**config.mk**
```make
export PLATFORM = sky130hd
export DESIGN_NAME = pipe_ctrl_flat
export DESIGN_NICKNAME = d
export VERILOG_FILES = /design/src/rtl/y86_pkg.sv /design/src/rtl/pipe_ctrl_if.sv /design/src/rtl/pipe_hazard.sv /design/src/rtl/pipe_ctrl.sv /design/src/flat_wrapper.sv
export SDC_FILE = /design/constraint.sdc
export NUM_CORES = 1
export LEC_CHECK = 0
export ABC_CLOCK_PERIOD_IN_PS = 4200
export CAP_MARGIN = 5
export CORE_ASPECT_RATIO = 1.5
export CORE_MARGIN = 2
export CORE_UTILIZATION = 43
export DETAILED_ROUTE_END_ITERATION = 10
export GPL_TIMING_DRIVEN = 0
export MAX_ROUTING_LAYER = met4
export PLACE_DENSITY = 0.72
export SYNTH_ARGS = -nofsm -noshare
export SYNTH_HDL_FRONTEND = slang
export SYNTH_HIERARCHICAL = 1
export SYNTH_SLANG_ARGS = --single-unit
export TNS_END_PERCENT = 1
```
**constraint.sdc**
```tcl
create_clock -name clk -period 4.2 [get_ports clk]
set_clock_uncertainty 0.15 [all_clocks]
set_input_delay 1.26 -clock clk [delete_from_list [all_inputs] [get_ports clk]]
set_output_delay 1.26 -clock clk [all_outputs]
set_load 0.01 [all_outputs]
```
**src/rtl/y86_pkg.sv**
```systemverilog
// Shared Y86-64 encodings: instruction codes, status codes, register ids
// and the lifecycle state of the pipeline controller.
package y86_pkg;

   localparam logic [3:0] IHALT   = 4'h0;
   localparam logic [3:0] INOP    = 4'h1;
   localparam logic [3:0] IMRMOVQ = 4'h5;
   localparam logic [3:0] IOPQ    = 4'h6;
   localparam logic [3:0] IJXX    = 4'h7;
   localparam logic [3:0] IRET    = 4'h9;
   localparam logic [3:0] IPOPQ   = 4'hB;

   localparam logic [3:0] RNONE   = 4'hF;

   localparam logic [3:0] SAOK    = 4'h1;
   localparam logic [3:0] SHLT    = 4'h2;
   localparam logic [3:0] SADR    = 4'h3;
   localparam logic [3:0] SINS    = 4'h4;

   typedef enum logic [1:0] {
      ST_IDLE  = 2'd0,
      ST_RUN   = 2'd1,
      ST_DRAIN = 2'd2,
      ST_HALT  = 2'd3
   } state_e;

   function automatic logic is_exc(input logic [3:0] stat);
      return stat != SAOK;
   endfunction

endpackage

```
**src/rtl/pipe_ctrl_if.sv**
```systemverilog
// Control bus between the pipeline datapath and pipe_ctrl: hazard inputs
// from the stage registers, stall/bubble strobes and status back out.
interface pipe_ctrl_if #(
   parameter int CNT_W = 32
);
   logic             start;
   logic [3:0]       D_icode;
   logic [3:0]       E_icode;
   logic [3:0]       M_icode;
   logic [3:0]       W_icode;
   logic [3:0]       d_srcA;
   logic [3:0]       d_srcB;
   logic [3:0]       E_dstM;
   logic             e_Cnd;
   logic [3:0]       m_stat;
   logic [3:0]       W_stat;
   logic             F_stall;
   logic             D_stall;
   logic             W_stall;
   logic             D_bubble;
   logic             E_bubble;
   logic             M_bubble;
   logic             set_cc;
   logic [1:0]       state;
   logic [3:0]       cpu_stat;
   logic             halted;
   logic [CNT_W-1:0] cyc_cnt;
   logic [CNT_W-1:0] ret_cnt;
   logic [CNT_W-1:0] stall_cnt;
   logic [CNT_W-1:0] bub_cnt;

   modport master (
      output start, D_icode, E_icode, M_icode, W_icode, d_srcA, d_srcB,
             E_dstM, e_Cnd, m_stat, W_stat,
      input  F_stall, D_stall, W_stall, D_bubble, E_bubble, M_bubble,
             set_cc, state, cpu_stat, halted, cyc_cnt, ret_cnt, stall_cnt,
             bub_cnt
   );

   modport slave (
      input  start, D_icode, E_icode, M_icode, W_icode, d_srcA, d_srcB,
             E_dstM, e_Cnd, m_stat, W_stat,
      output F_stall, D_stall, W_stall, D_bubble, E_bubble, M_bubble,
             set_cc, state, cpu_stat, halted, cyc_cnt, ret_cnt, stall_cnt,
             bub_cnt
   );
endinterface

```
**src/rtl/pipe_hazard.sv**
```systemverilog
// Purely combinational hazard detection: load-use, return, branch
// mispredict and memory/writeback exceptions.
module pipe_hazard
   import y86_pkg::*;
(
   input  logic [3:0] i_D_icode,
   input  logic [3:0] i_E_icode,
   input  logic [3:0] i_M_icode,
   input  logic [3:0] i_d_srcA,
   input  logic [3:0] i_d_srcB,
   input  logic [3:0] i_E_dstM,
   input  logic       i_e_Cnd,
   input  logic [3:0] i_m_stat,
   input  logic [3:0] i_W_stat,
   output logic       o_lu,
   output logic       o_rt,
   output logic       o_mp,
   output logic       o_mx,
   output logic       o_wx
);
   logic w_is_load;

   assign w_is_load = (i_E_icode == IMRMOVQ) || (i_E_icode == IPOPQ);
   assign o_lu = w_is_load && (i_E_dstM != RNONE) &&
                 ((i_E_dstM == i_d_srcA) || (i_E_dstM == i_d_srcB));
   assign o_rt = (i_D_icode == IRET) || (i_E_icode == IRET) || (i_M_icode == IRET);
   assign o_mp = (i_E_icode == IJXX) && !i_e_Cnd;
   assign o_mx = is_exc(i_m_stat);
   assign o_wx = is_exc(i_W_stat);
endmodule

```
**src/rtl/pipe_ctrl.sv**
```systemverilog
// Pipeline control unit: gates hazard strobes by lifecycle state, runs the
// idle/run/drain/halt FSM and keeps wrapping performance counters.
module pipe_ctrl
   import y86_pkg::*;
#(
   parameter int CNT_W = 32
)(
   input  logic       clk,
   input  logic       rst_n,
   pipe_ctrl_if.slave bus
);
   localparam logic [CNT_W-1:0] CNT_ONE = CNT_W'(1);

   logic w_lu, w_rt, w_mp, w_mx, w_wx;
   logic w_active;
   logic w_f_stall, w_d_stall, w_w_stall;
   logic w_d_bubble, w_e_bubble, w_m_bubble, w_set_cc;

   state_e           r_state;
   logic [3:0]       r_cpu_stat;
   logic             r_halted;
   logic [CNT_W-1:0] r_cyc_cnt, r_ret_cnt, r_stall_cnt, r_bub_cnt;

   pipe_hazard u_hazard (
      .i_D_icode (bus.D_icode),
      .i_E_icode (bus.E_icode),
      .i_M_icode (bus.M_icode),
      .i_d_srcA  (bus.d_srcA),
      .i_d_srcB  (bus.d_srcB),
      .i_E_dstM  (bus.E_dstM),
      .i_e_Cnd   (bus.e_Cnd),
      .i_m_stat  (bus.m_stat),
      .i_W_stat  (bus.W_stat),
      .o_lu      (w_lu),
      .o_rt      (w_rt),
      .o_mp      (w_mp),
      .o_mx      (w_mx),
      .o_wx      (w_wx)
   );

   assign w_active = (r_state == ST_RUN) || (r_state == ST_DRAIN);

   // Outside RUN/DRAIN the whole pipe is frozen with nops in E and M.
   always_comb begin
      w_f_stall  = 1'b1;
      w_d_stall  = 1'b1;
      w_w_stall  = 1'b1;
      w_d_bubble = 1'b0;
      w_e_bubble = 1'b1;
      w_m_bubble = 1'b1;
      w_set_cc   = 1'b0;
      if (w_active) begin
         w_f_stall  = w_lu | w_rt;
         w_d_stall  = w_lu;
         w_d_bubble = w_mp | (!w_lu & w_rt);
         w_e_bubble = w_mp | w_lu;
         w_m_bubble = w_mx | w_wx;
         w_w_stall  = w_wx;
         w_set_cc   = (bus.E_icode == IOPQ) & !w_mx & !w_wx;
      end
   end

   always_ff @(posedge clk) begin
      if (!rst_n) begin
         r_state     <= ST_IDLE;
         r_cpu_stat  <= SAOK;
         r_halted    <= 1'b0;
         r_cyc_cnt   <= '0;
         r_ret_cnt   <= '0;
         r_stall_cnt <= '0;
         r_bub_cnt   <= '0;
      end else begin
         case (r_state)
            ST_IDLE: if (bus.start) r_state <= ST_RUN;
            ST_RUN, ST_DRAIN: begin
               if (w_wx) begin
                  r_state    <= ST_HALT;
                  r_halted   <= 1'b1;
                  r_cpu_stat <= bus.W_stat;
               end else if (w_mx && r_state == ST_RUN) begin
                  r_state <= ST_DRAIN;
               end
            end
            default: ;
         endcase
         if (w_active) begin
            r_cyc_cnt <= r_cyc_cnt + CNT_ONE;
            if (bus.W_stat == SAOK && bus.W_icode != INOP)
               r_ret_cnt <= r_ret_cnt + CNT_ONE;
            if (w_f_stall)
               r_stall_cnt <= r_stall_cnt + CNT_ONE;
            if (w_d_bubble || w_e_bubble || w_m_bubble)
               r_bub_cnt <= r_bub_cnt + CNT_ONE;
         end
      end
   end

   assign bus.F_stall   = w_f_stall;
   assign bus.D_stall   = w_d_stall;
   assign bus.W_stall   = w_w_stall;
   assign bus.D_bubble  = w_d_bubble;
   assign bus.E_bubble  = w_e_bubble;
   assign bus.M_bubble  = w_m_bubble;
   assign bus.set_cc    = w_set_cc;
   assign bus.state     = r_state;
   assign bus.cpu_stat  = r_cpu_stat;
   assign bus.halted    = r_halted;
   assign bus.cyc_cnt   = r_cyc_cnt;
   assign bus.ret_cnt   = r_ret_cnt;
   assign bus.stall_cnt = r_stall_cnt;
   assign bus.bub_cnt   = r_bub_cnt;
endmodule

```
**src/flat_wrapper.sv**
```systemverilog
// flat-port wrapper written by rule: the top's interface ports become plain ports
module pipe_ctrl_flat import y86_pkg::*;
#(
   parameter int CNT_W = 32
)
  (clk, rst_n, bus_start, bus_D_icode, bus_E_icode, bus_M_icode, bus_W_icode, bus_d_srcA, bus_d_srcB, bus_E_dstM, bus_e_Cnd, bus_m_stat, bus_W_stat, bus_F_stall, bus_D_stall, bus_W_stall, bus_D_bubble, bus_E_bubble, bus_M_bubble, bus_set_cc, bus_state, bus_cpu_stat, bus_halted, bus_cyc_cnt, bus_ret_cnt, bus_stall_cnt, bus_bub_cnt);
  pipe_ctrl_if #(.CNT_W(CNT_W)) bus_i ();
  input  logic clk;
  input  logic rst_n;
  input wire logic [$bits(bus_i.start)-1:0] bus_start;
  input wire logic [$bits(bus_i.D_icode)-1:0] bus_D_icode;
  input wire logic [$bits(bus_i.E_icode)-1:0] bus_E_icode;
  input wire logic [$bits(bus_i.M_icode)-1:0] bus_M_icode;
  input wire logic [$bits(bus_i.W_icode)-1:0] bus_W_icode;
  input wire logic [$bits(bus_i.d_srcA)-1:0] bus_d_srcA;
  input wire logic [$bits(bus_i.d_srcB)-1:0] bus_d_srcB;
  input wire logic [$bits(bus_i.E_dstM)-1:0] bus_E_dstM;
  input wire logic [$bits(bus_i.e_Cnd)-1:0] bus_e_Cnd;
  input wire logic [$bits(bus_i.m_stat)-1:0] bus_m_stat;
  input wire logic [$bits(bus_i.W_stat)-1:0] bus_W_stat;
  output wire logic [$bits(bus_i.F_stall)-1:0] bus_F_stall;
  output wire logic [$bits(bus_i.D_stall)-1:0] bus_D_stall;
  output wire logic [$bits(bus_i.W_stall)-1:0] bus_W_stall;
  output wire logic [$bits(bus_i.D_bubble)-1:0] bus_D_bubble;
  output wire logic [$bits(bus_i.E_bubble)-1:0] bus_E_bubble;
  output wire logic [$bits(bus_i.M_bubble)-1:0] bus_M_bubble;
  output wire logic [$bits(bus_i.set_cc)-1:0] bus_set_cc;
  output wire logic [$bits(bus_i.state)-1:0] bus_state;
  output wire logic [$bits(bus_i.cpu_stat)-1:0] bus_cpu_stat;
  output wire logic [$bits(bus_i.halted)-1:0] bus_halted;
  output wire logic [$bits(bus_i.cyc_cnt)-1:0] bus_cyc_cnt;
  output wire logic [$bits(bus_i.ret_cnt)-1:0] bus_ret_cnt;
  output wire logic [$bits(bus_i.stall_cnt)-1:0] bus_stall_cnt;
  output wire logic [$bits(bus_i.bub_cnt)-1:0] bus_bub_cnt;
  assign bus_i.start = bus_start;
  assign bus_i.D_icode = bus_D_icode;
  assign bus_i.E_icode = bus_E_icode;
  assign bus_i.M_icode = bus_M_icode;
  assign bus_i.W_icode = bus_W_icode;
  assign bus_i.d_srcA = bus_d_srcA;
  assign bus_i.d_srcB = bus_d_srcB;
  assign bus_i.E_dstM = bus_E_dstM;
  assign bus_i.e_Cnd = bus_e_Cnd;
  assign bus_i.m_stat = bus_m_stat;
  assign bus_i.W_stat = bus_W_stat;
  assign bus_F_stall = bus_i.F_stall;
  assign bus_D_stall = bus_i.D_stall;
  assign bus_W_stall = bus_i.W_stall;
  assign bus_D_bubble = bus_i.D_bubble;
  assign bus_E_bubble = bus_i.E_bubble;
  assign bus_M_bubble = bus_i.M_bubble;
  assign bus_set_cc = bus_i.set_cc;
  assign bus_state = bus_i.state;
  assign bus_cpu_stat = bus_i.cpu_stat;
  assign bus_halted = bus_i.halted;
  assign bus_cyc_cnt = bus_i.cyc_cnt;
  assign bus_ret_cnt = bus_i.ret_cnt;
  assign bus_stall_cnt = bus_i.stall_cnt;
  assign bus_bub_cnt = bus_i.bub_cnt;
  pipe_ctrl #(.CNT_W(CNT_W)) u_core (.clk(clk), .rst_n(rst_n), .bus(bus_i));
endmodule
```
== Word level (Yosys, flattened, before mapping) ==
Cells that the tools add are included.

* Output and inout bits: 142
* Memory bits (writable): 0
* Register bits after elaboration: 135
* Latch bits: 0
* Memories: 0
* Logic and storage cells: 71
* Bits in read-only memories: 0

* Bitwise operators: 7
* Order comparisons: 0
* Equal/unequal tests: 18
* Multiplexer cells: 11
* Divide/modulo/power cells: 0
* $mul: 0
* Reduce and logical (&&, ||, !) cells: 24
* Add/subtract/negate cells: 4
* Shift-type cells: 0

{| class="wikitable"
|+ Operator list
! operator !! number
|-
| adder 32 x 1 -> 32 bit, second input constant || 4
|-
| == test 4 bit, second input constant || 4
|-
| == test 4 x 3 -> 1 bit, second input constant || 3
|-
| inequality test 4 x 1 -> 1 bit, second input constant || 3
|-
| == test 4 bit || 2
|-
| AND reduction 2 bit || 4
|-
| logical OR 1 bit || 7
|-
| 2-to-1 mux 1 bit || 7
|-
| 2-to-1 mux 2 bit || 3
|-
| logical AND 1 bit || 5
|-
| == test 4 x 1 -> 1 bit, second input constant || 1
|-
| zero test 1 bit || 4
|-
| inequality test 4 bit, second input constant || 1
|-
| OR 1 bit || 4
|-
| one-hot mux 2 bit (2 select lines) || 1
|-
| AND 1 bit || 3
|-
| inequality test 3 x 1 -> 1 bit, second input constant || 1
|-
| AND reduction 3 bit || 1
|-
| == test 2 x 1 -> 1 bit, second input constant || 1
|-
| == test 2 bit, second input constant || 1
|-
| zero test 2 bit || 1
|-
| inequality test 2 bit, second input constant || 1
|-
| nonzero test 2 bit || 1
|-
| OR reduction 2 bit || 1
|}

== Depth between registers and ports, before layout ==
Gate-level depths: netlist of the first run.

* Word-level depth: 11
* Mapped depth: 9
* Gate-level depth less buffers: 7

== Cells and area by module ==
Netlist of the first run, hierarchy kept.

{| class="wikitable"
|+ By module, submodules not included
! module !! seq. area each (um2) !! instances !! cells each !! area each (um2)
|-
| pipe_ctrl || 2702.6 || 1 || 780 || 6622.6
|-
| pipe_hazard || 0.0 || 1 || 23 || 190.2
|}

== Least setup slack after synthesis of the first run ==
Ideal clock, no wire load.

* Path type: in2out
* Start: in bus_W_stat[1]
* End: out bus_set_cc
* Arrival time: 2468 ps
* Required time: 2790 ps
* Cell stages on the path: 4
* Setup slack: 322 ps
* Buffers on the path: 0
* Path through: or4b_1 > nor2b_1 > nand2b_1 > nor2_1

* Longest elaborated chain between the ends: 4

{| class="wikitable"
|+ RTL lines
! element !! RTL line !! source
|-
| start: declaration || flat_wrapper.sv:20 || <nowiki>input wire logic [$bits(bus_i.W_stat)-1:0] bus_W_stat;</nowiki>
|-
| inequality test 4 x 1 -> 1 bit || y86_pkg.sv:28 || <nowiki>return stat != SAOK;</nowiki>
|-
| zero test 1 bit || pipe_ctrl.sv:59 || <nowiki>w_set_cc = (bus.E_icode == IOPQ) & !w_mx & !w_wx;</nowiki>
|-
| AND 1 bit || pipe_ctrl.sv:59 ||
|-
| 2-to-1 mux 1 bit || pipe_ctrl.sv:52 || <nowiki>if (w_active) begin</nowiki>
|-
| end: declaration || flat_wrapper.sv:27 || <nowiki>output wire logic [$bits(bus_i.set_cc)-1:0] bus_set_cc;</nowiki>
|}

Every way passes these cells.

== Final worst setup path of the first run ==
* Start: in bus_m_stat[1]
* End: out bus_set_cc

* Longest elaborated chain between the ends: 5

{| class="wikitable"
|+ RTL lines
! element !! RTL line !! source
|-
| start: declaration || flat_wrapper.sv:19 || <nowiki>input wire logic [$bits(bus_i.m_stat)-1:0] bus_m_stat;</nowiki>
|-
| inequality test 4 x 1 -> 1 bit || y86_pkg.sv:28 ||
|-
| named net u_core.w_mx || pipe_ctrl.sv:14 || <nowiki>logic w_lu, w_rt, w_mp, w_mx, w_wx;</nowiki>
|-
| zero test 1 bit || pipe_ctrl.sv:59 ||
|-
| AND 1 bit (2 in series) || pipe_ctrl.sv:59 ||
|-
| 2-to-1 mux 1 bit || pipe_ctrl.sv:52 ||
|}

The timed path passes the listed nets, and every way through them passes these cells.

==> results of run 1 <==
-- sequential cells by signal, summed over array words and instances, names as in the netlist --
register / flops
u_core/bus.cpu_stat: 4
u_core/bus.state: 2
u_core/bus.halted: 1
u_core/bus.bub_cnt: 32
u_core/bus.stall_cnt: 32
u_core/bus.ret_cnt: 32
u_core/bus.cyc_cnt: 32
-- Yosys cell counts (2+ instances only) --
cell | n | area (sq um)
and2_1 | 5 | 31.3
nor4b_1 | 2 | 17.5
buf_2 | 5 | 25.0
o31ai_1 | 49 | 368
o41ai_1 | 8 | 70.1
o311ai_0 | 8 | 70.1
clkbuf_1 | 38 | 143
xnor2_1 | 21 | 184
nor4bb_1 | 2 | 20.0
nor4_1 | 18 | 113
nand4_1 | 36 | 225
o2111ai_1 | 3 | 26.3
o21ai_0 | 23 | 115
and3_1 | 14 | 87.6
or4_1 | 55 | 413
nand2b_1 | 26 | 163
xor2_1 | 12 | 105
a21oi_1 | 80 | 400
mux2i_1 | 21 | 210
nor3_1 | 5 | 25.0
nor2b_1 | 2 | 12.5
nor2_1 | 32 | 120
dfxtp_1 | 135 | 2700
o21a_1 | 3 | 22.5
inv_1 | 18 | 67.6
or2_2 | 4 | 25.0
a21o_1 | 3 | 22.5
buf_1 | 4 | 15.0
nand2_1 | 60 | 225
ha_1 | 6 | 75.1
nand3_1 | 45 | 225
or4b_1 | 2 | 20.0
o211ai_1 | 3 | 22.5
and4_1 | 19 | 166
or3_1 | 24 | 150
-- area by class of cell --
type | instances | area, sq um | area share (%)
Buffer | 48 | 194 | 2.03
Clock buffer | 18 | 429 | 4.49
Clock inverter | 14 | 223 | 2.33
Inverter | 19 | 71.3 | 0.746
Multi-Input combinational cell | 601 | 3870 | 40.5
Sequential cell | 135 | 2700 | 28.3
Tap cell | 203 | 254 | 2.66
Timing Repair Buffer | 185 | 1820 | 19.0
-- stage by stage --
stage	TNS (ns)	power [mW]	std cells	utilization [%]	area [sq um]
after CTS	0	3.63	1221	61.4	9550
after global routing	-0.0771	3.73	1223	61.5	9570
final	0	3.60	1223	61.5	9570
after floorplan	0	1.70	803	-	6810
after global placement	-12.57	1.98	1186	57.0	8870
after detailed placement	-12.91	1.99	1186	57.0	8870
-- power groups by stage --
stage | logic, mW | clock network [mW] | registers (mW)
after CTS | 0.582 | 1.68 | 1.37
final | 0.577 | 1.65 | 1.37
after global routing | 0.629 | 1.73 | 1.37
after detailed placement | 0.591 | 0 | 1.40
after global placement | 0.584 | 0 | 1.39
after floorplan | 0.297 | 0 | 1.41
-- what timing repair did --
item | in CTS | in global routing
endpoints found under the setup margin | 7 | 4
buffers inserted | 3 | 2
pin swaps | 1 | 3
hold buffers | 0 | 0
resized for setup | 30 | 2
-- critical path, cell delays in order --
cell	delay [ns]
clkdlybuf4s50_1	0.40
or4b_4	0.60
nand2b_1	0.19
nor2_1	0.10
clkdlybuf4s15_2	0.23
-- per-layer routing --
| layer | vias up | global-route usage, % |
|---|---|---|
| met5 | - | - |
| met4 | 0 | 10.5 |
| met3 | 31 | 4.69 |
| met2 | 205 | 42.9 |
| met1 | 3368 | 26.9 |
| li1 | 3505 | - |
-- kinds of logic after synthesis --
logic type	count (synthesis)	synth area share (%)
buffers and inverters	67	3.89
AO/OA/AOI/OAI	184	16.9
flip-flops	135	39.7
AND/OR/NAND/NOR	357	31.1
adder cells (fa/ha/maj)	6	1.10
multiplexers	21	3.09
XOR/XNOR	33	4.24
-- worst min-delay path by stage --
stage,slack [ns],from,to,depth (start not counted)
3_3_place_gp,0.29,u_core/bus.cpu_stat[1],u_core/bus.cpu_stat[1],2
2_1_floorplan,0.33,u_core/bus.cpu_stat[1],u_core/bus.cpu_stat[1],2
5_1_grt,0.33,u_core/bus.cpu_stat[1],u_core/bus.cpu_stat[1],2
6_report,0.31,u_core/bus.cpu_stat[1],u_core/bus.cpu_stat[1],2
3_5_place_dp,0.30,u_core/bus.cpu_stat[1],u_core/bus.cpu_stat[1],2
4_1_cts,0.31,u_core/bus.cpu_stat[1],u_core/bus.cpu_stat[1],2
==> impl_metrics.env, run 1 <==
export IMPL_r2r_cells=8
export IMPL_arrival_ns=2.78
export IMPL_avgSynthCellArea_sq_um=8.48
export IMPL_antenna_found_initial=0
export IMPL_diodes=0
export IMPL_cts_buffer_depth=2
export IMPL_num_vias=7109
export IMPL_wl_met3_microns=922
export IMPL_maxSlewViolCount=0
export IMPL_cts_buffers=17
export IMPL_worst_slew_pin_slew_ns=1.21
export IMPL_setup_ws_ns=0.0149
export IMPL_ys_seq_area_share_pct=39.7
export IMPL_initial_utilization_pct=43.8
export IMPL_ys_types=47
export IMPL_hold_slack_ns=0.309
export IMPL_drt_iter0_markers=355
export IMPL_met1_length_mm=8.34
export IMPL_num_rows=56
export IMPL_syn_nets=849
export IMPL_port_buffers=180
export IMPL_grt_pass1_wl_mm=32.3
export IMPL_setup_violations=0
export IMPL_hold_violations=0
export IMPL_relSlewSlack_pct=18.0
export IMPL_max_freq_mhz=239
export IMPL_drive_gt1_share_pct=5.78
export IMPL_p_per_area_mw_per_mm2=376
export IMPL_ir_worst_vdd_uv=217
export IMPL_grt_ovfl_total=0
export IMPL_worstSetupEndpointType="primary output"
export IMPL_first_global_vias=6541
export IMPL_fin_nets=1053
export IMPL_p_leak_nw=2.99
export IMPL_maxCapViolations=0
export IMPL_first_pass_iters=5
export IMPL_syn_to_final_growth_pct=40.4
export IMPL_die_width_microns=107
export IMPL_post_place_ws_ns=-0.861
export IMPL_cp_endpoint="bus_set_cc"
export IMPL_reg2reg_to="u_core/bus.cyc_cnt[23]"
export IMPL_synth_cells=803
export IMPL_period_share_pct=99.6
export IMPL_nFillCells=1420
export IMPL_cts_tree="built"
export IMPL_synth_enable_flop_cells=0
export IMPL_synth_area_sq_mm=0.00681
export IMPL_period_needed_ns=4.19
export IMPL_crit_required_ns=2.79
export IMPL_internal_power_mw=2.64
export IMPL_hp_class="flip-flop to flip-flop"
export IMPL_rsz0062_at_grt="true"
export IMPL_clk_pin_slew_worst_paths_ns=0.06
export IMPL_start_kind="input port"
export IMPL_startpoint="bus_m_stat[1]"
export IMPL_combPwrFrac_pct=16.1
export IMPL_clock_latency_ns=0.42
export IMPL_grtUsageTotal_pct=24.4
export IMPL_layout_common_cells="clkdlybuf4s50_1 (161), dfxtp_1 (135), a21oi_1 (79), nand2_1 (60), or4_1 (55)"
export IMPL_route_top_layer_used="met4"
export IMPL_reg2reg_slack_ns=1.15
export IMPL_r2r_start="u_core/bus.state[1]"
export IMPL_synth_ff_latch_count=135
export IMPL_htreeDepth=4
export IMPL_p_switching_uw=953
export IMPL_grt_max_degree=17
export IMPL_core_area_sq_mm=0.0156
export IMPL_final_common_cell="clkdlybuf4s50_1"
export IMPL_pwr_share_clk_pct=45.9
export IMPL_power_share_switching_pct=26.5
export IMPL_yosysWarnings=6
export IMPL_design_die_area_sq_mm=0.0169
export IMPL_routed_via_density=5.81
export IMPL_async_reset_ff_share_pct=0
export IMPL_wl_met2_mm=10.9
export IMPL_crit_fanout=7
export IMPL_dp_hpwl_mm=14.9
export IMPL_wl_per_cell_microns=16.8
export IMPL_status="completed"
export IMPL_wirelength_mm=20.6
export IMPL_fp_dieH_microns=158
export IMPL_cts_sinks=135
export IMPL_path_class="input port to primary output"
export IMPL_place_gp_congestion=0.829
export IMPL_power_share_sequential_pct=38.0
export IMPL_ctsRootBufferMaster="clkbuf_16"
export IMPL_synthFlopType="dfxtp_1"
export IMPL_route_detailed_drc=0
export IMPL_final_antenna_net_count=0
export IMPL_ioPinCount=182
Note: power is estimated with default switching activity, not from simulation.
==> inputs of run 2 (changes only) <==
--- a/config.mk
+++ b/config.mk
@@ -5,15 +5,15 @@
 export SDC_FILE = /design/constraint.sdc
 export NUM_CORES = 1
 export LEC_CHECK = 0
-export ABC_CLOCK_PERIOD_IN_PS = 4200
-export CAP_MARGIN = 5
+export ABC_CLOCK_PERIOD_IN_PS = 5200
+export CAP_MARGIN = 40
 export CORE_ASPECT_RATIO = 1.5
 export CORE_MARGIN = 2
-export CORE_UTILIZATION = 43
+export CORE_UTILIZATION = 45
 export DETAILED_ROUTE_END_ITERATION = 10
 export GPL_TIMING_DRIVEN = 0
 export MAX_ROUTING_LAYER = met4
-export PLACE_DENSITY = 0.72
+export PLACE_DENSITY = 0.75
 export SYNTH_ARGS = -nofsm -noshare
 export SYNTH_HDL_FRONTEND = slang
 export SYNTH_HIERARCHICAL = 1
==> constraint.sdc (replaced) <==
create_clock -name clk -period 5.2 [get_ports clk]
set_clock_uncertainty 0.15 [all_clocks]
set_input_delay 1.56 -clock clk [delete_from_list [all_inputs] [get_ports clk]]
set_output_delay 1.56 -clock clk [all_outputs]
set_load 0.01 [all_outputs]
==> impl_metrics.env, run 2 (synthesized netlist as in run 1, its figures left out) <==
export IMPL_status="completed"
export IMPL_core_area_sq_mm=0.0149
export IMPL_design_die_area_sq_mm=0.0162
export IMPL_start_kind="input port"
export IMPL_first_global_vias=6571
export IMPL_wirelength_mm=20.5
export IMPL_cts_buffer_depth=2
export IMPL_hp_class="flip-flop to flip-flop"
export IMPL_num_rows=55
export IMPL_holdBufCountCts=0
export IMPL_hold_slack_ns=0.309
export IMPL_final_cells=1217
export IMPL_fin_setup_tns_ns=0
export IMPL_reg2reg_slack_ns=2.22
export IMPL_maxSlewViolCount=0
export IMPL_syn_to_final_growth_pct=39.5
export IMPL_clock_latency_ns=0.42
export IMPL_layout_common_cells="clkdlybuf4s50_1 (174), dfxtp_1 (135), a21oi_1 (79), nand2_1 (60), or4_1 (55)"
export IMPL_grt_pass1_wl_mm=32.6
export IMPL_worst_slew_pin_slew_ns=0.731
export IMPL_ctsRootBufferMaster="clkbuf_16"
export IMPL_port_buffers=180
export IMPL_final_common_cell="clkdlybuf4s50_1"
export IMPL_grt_ovfl_total=0
export IMPL_hold_violations=0
export IMPL_cp_endpoint="bus_M_bubble"
export IMPL_arrival_ns=3.36
export IMPL_drt_iter0_markers=384
export IMPL_p_leak_nw=2.94
export IMPL_crit_fanout=4
export IMPL_finish_instance_area_sq_mm=0.00950
export IMPL_max_freq_mhz=197
export IMPL_wl_per_cell_microns=16.9
export IMPL_ioPinCount=182
export IMPL_cts_sinks=135
export IMPL_maxCapViolations=0
export IMPL_worstSetupEndpointType="primary output"
export IMPL_route_detailed_drc=0
export IMPL_drive_gt1_share_pct=5.11
export IMPL_p_per_area_mw_per_mm2=296
export IMPL_period_share_pct=97.5
export IMPL_grtUsageTotal_pct=25.2
export IMPL_relSlewSlack_pct=51.2
export IMPL_ir_worst_vdd_uv=229
export IMPL_rsz0062_at_grt="false"
export IMPL_grt_max_degree=17
export IMPL_place_gp_congestion=0.845
export IMPL_first_pass_iters=5
export IMPL_period_needed_ns=5.07
export IMPL_placed_area_sq_mm=0.00887
export IMPL_reg2reg_to="u_core/bus.cyc_cnt[31]"
export IMPL_routed_via_density=5.86
export IMPL_crit_required_ns=3.49
export IMPL_clk_pin_slew_worst_paths_ns=0.06
export IMPL_die_width_microns=104
export IMPL_initial_utilization_pct=45.6
export IMPL_dp_hpwl_mm=14.9
export IMPL_num_vias=7131
export IMPL_cts_buffers=17
export IMPL_setup_violations=0
export IMPL_path_class="input port to primary output"
export IMPL_r2r_start="u_core/bus.state[1]"
export IMPL_r2r_cells=8
export IMPL_dp_cells=1183
export IMPL_final_antenna_net_count=0
export IMPL_startpoint="bus_W_stat[1]"
export IMPL_antenna_found_initial=1
export IMPL_fin_nets=1051
export IMPL_cts_tree="built"
export IMPL_fp_dieH_microns=155
export IMPL_htreeDepth=4
[run 2: changes by cell type in the layout (fill, tap and decap cells not counted), sizes merged]
cell           before  now
inv                22   21
bufinv              5    3
clkbuf             57   55
diode               0    1
clkdlybuf4s15       2    0
clkinv              4    5
buf                15   13
dlygate4sd2        16    6
clkdlybuf4s50     161  174
clkinvlp            2    4
[run 2: cell type report]
class                      instances  area, sq um
sequential                       135         2700
clock inverter                    14          178
inverter                          19         71.3
tap                              199          249
antenna                            1         2.50
multi-input combinational        601         3860
timing repair buffer             183         1810
fill                            1362         5430
clock buffer                      17          425
buffer                            48          194
[run 2: report_power, final]
part           switching [mW]  internal [mW]
Clock                   0.481          0.756
Sequential             0.0323           1.07
Combinational           0.261          0.214
Total                   0.774           2.04
[run 2: critical path, cell delays in order]
cell             delay, ns
clkdlybuf4s50_1       0.45
or4b_4                0.59
nor2b_4               0.17
nand2b_1              0.10
clkdlybuf4s50_1       0.49
[run 2: worst min-delay path by stage]
stage	to	start	cells past startpoint	slack [ns]
global route	u_core/bus.cpu_stat[2]	u_core/bus.cpu_stat[2]	2	0.33
floorplan	u_core/bus.cpu_stat[1]	u_core/bus.cpu_stat[1]	2	0.33
finish	u_core/bus.cpu_stat[1]	u_core/bus.cpu_stat[1]	2	0.31
detailed placement	u_core/bus.cpu_stat[1]	u_core/bus.cpu_stat[1]	2	0.30
CTS	u_core/bus.cpu_stat[1]	u_core/bus.cpu_stat[1]	2	0.31
global placement	u_core/bus.cpu_stat[1]	u_core/bus.cpu_stat[1]	2	0.30
[run 2: per-stage QoR]
step / setup slack, ns / power, mW / util (%)
CTS: 0.0990 / 2.83 / 63.6
floorplan: 0.722 / 1.38 / -
finish: 0.128 / 2.82 / 63.6
detailed placement: -0.466 / 1.60 / 59.4
global route: 0.0684 / 2.92 / 63.6
global placement: -0.465 / 1.60 / 59.4
[run 2: layer usage]
metal	GRT usage (%)	vias to the layer above	wire [microns]
met4	10.6	0	613
met2	44.4	214	10700
met3	4.64	45	950
met5	-	-	0
li1	-	3475	-
met1	27.7	3397	8230
[run 2: repair_timing]
action | 4_1_cts | 5_1_grt
resized for setup | 11 | 0
endpoints found under the setup margin | 7 | 1
setup buffers | 1 | 1
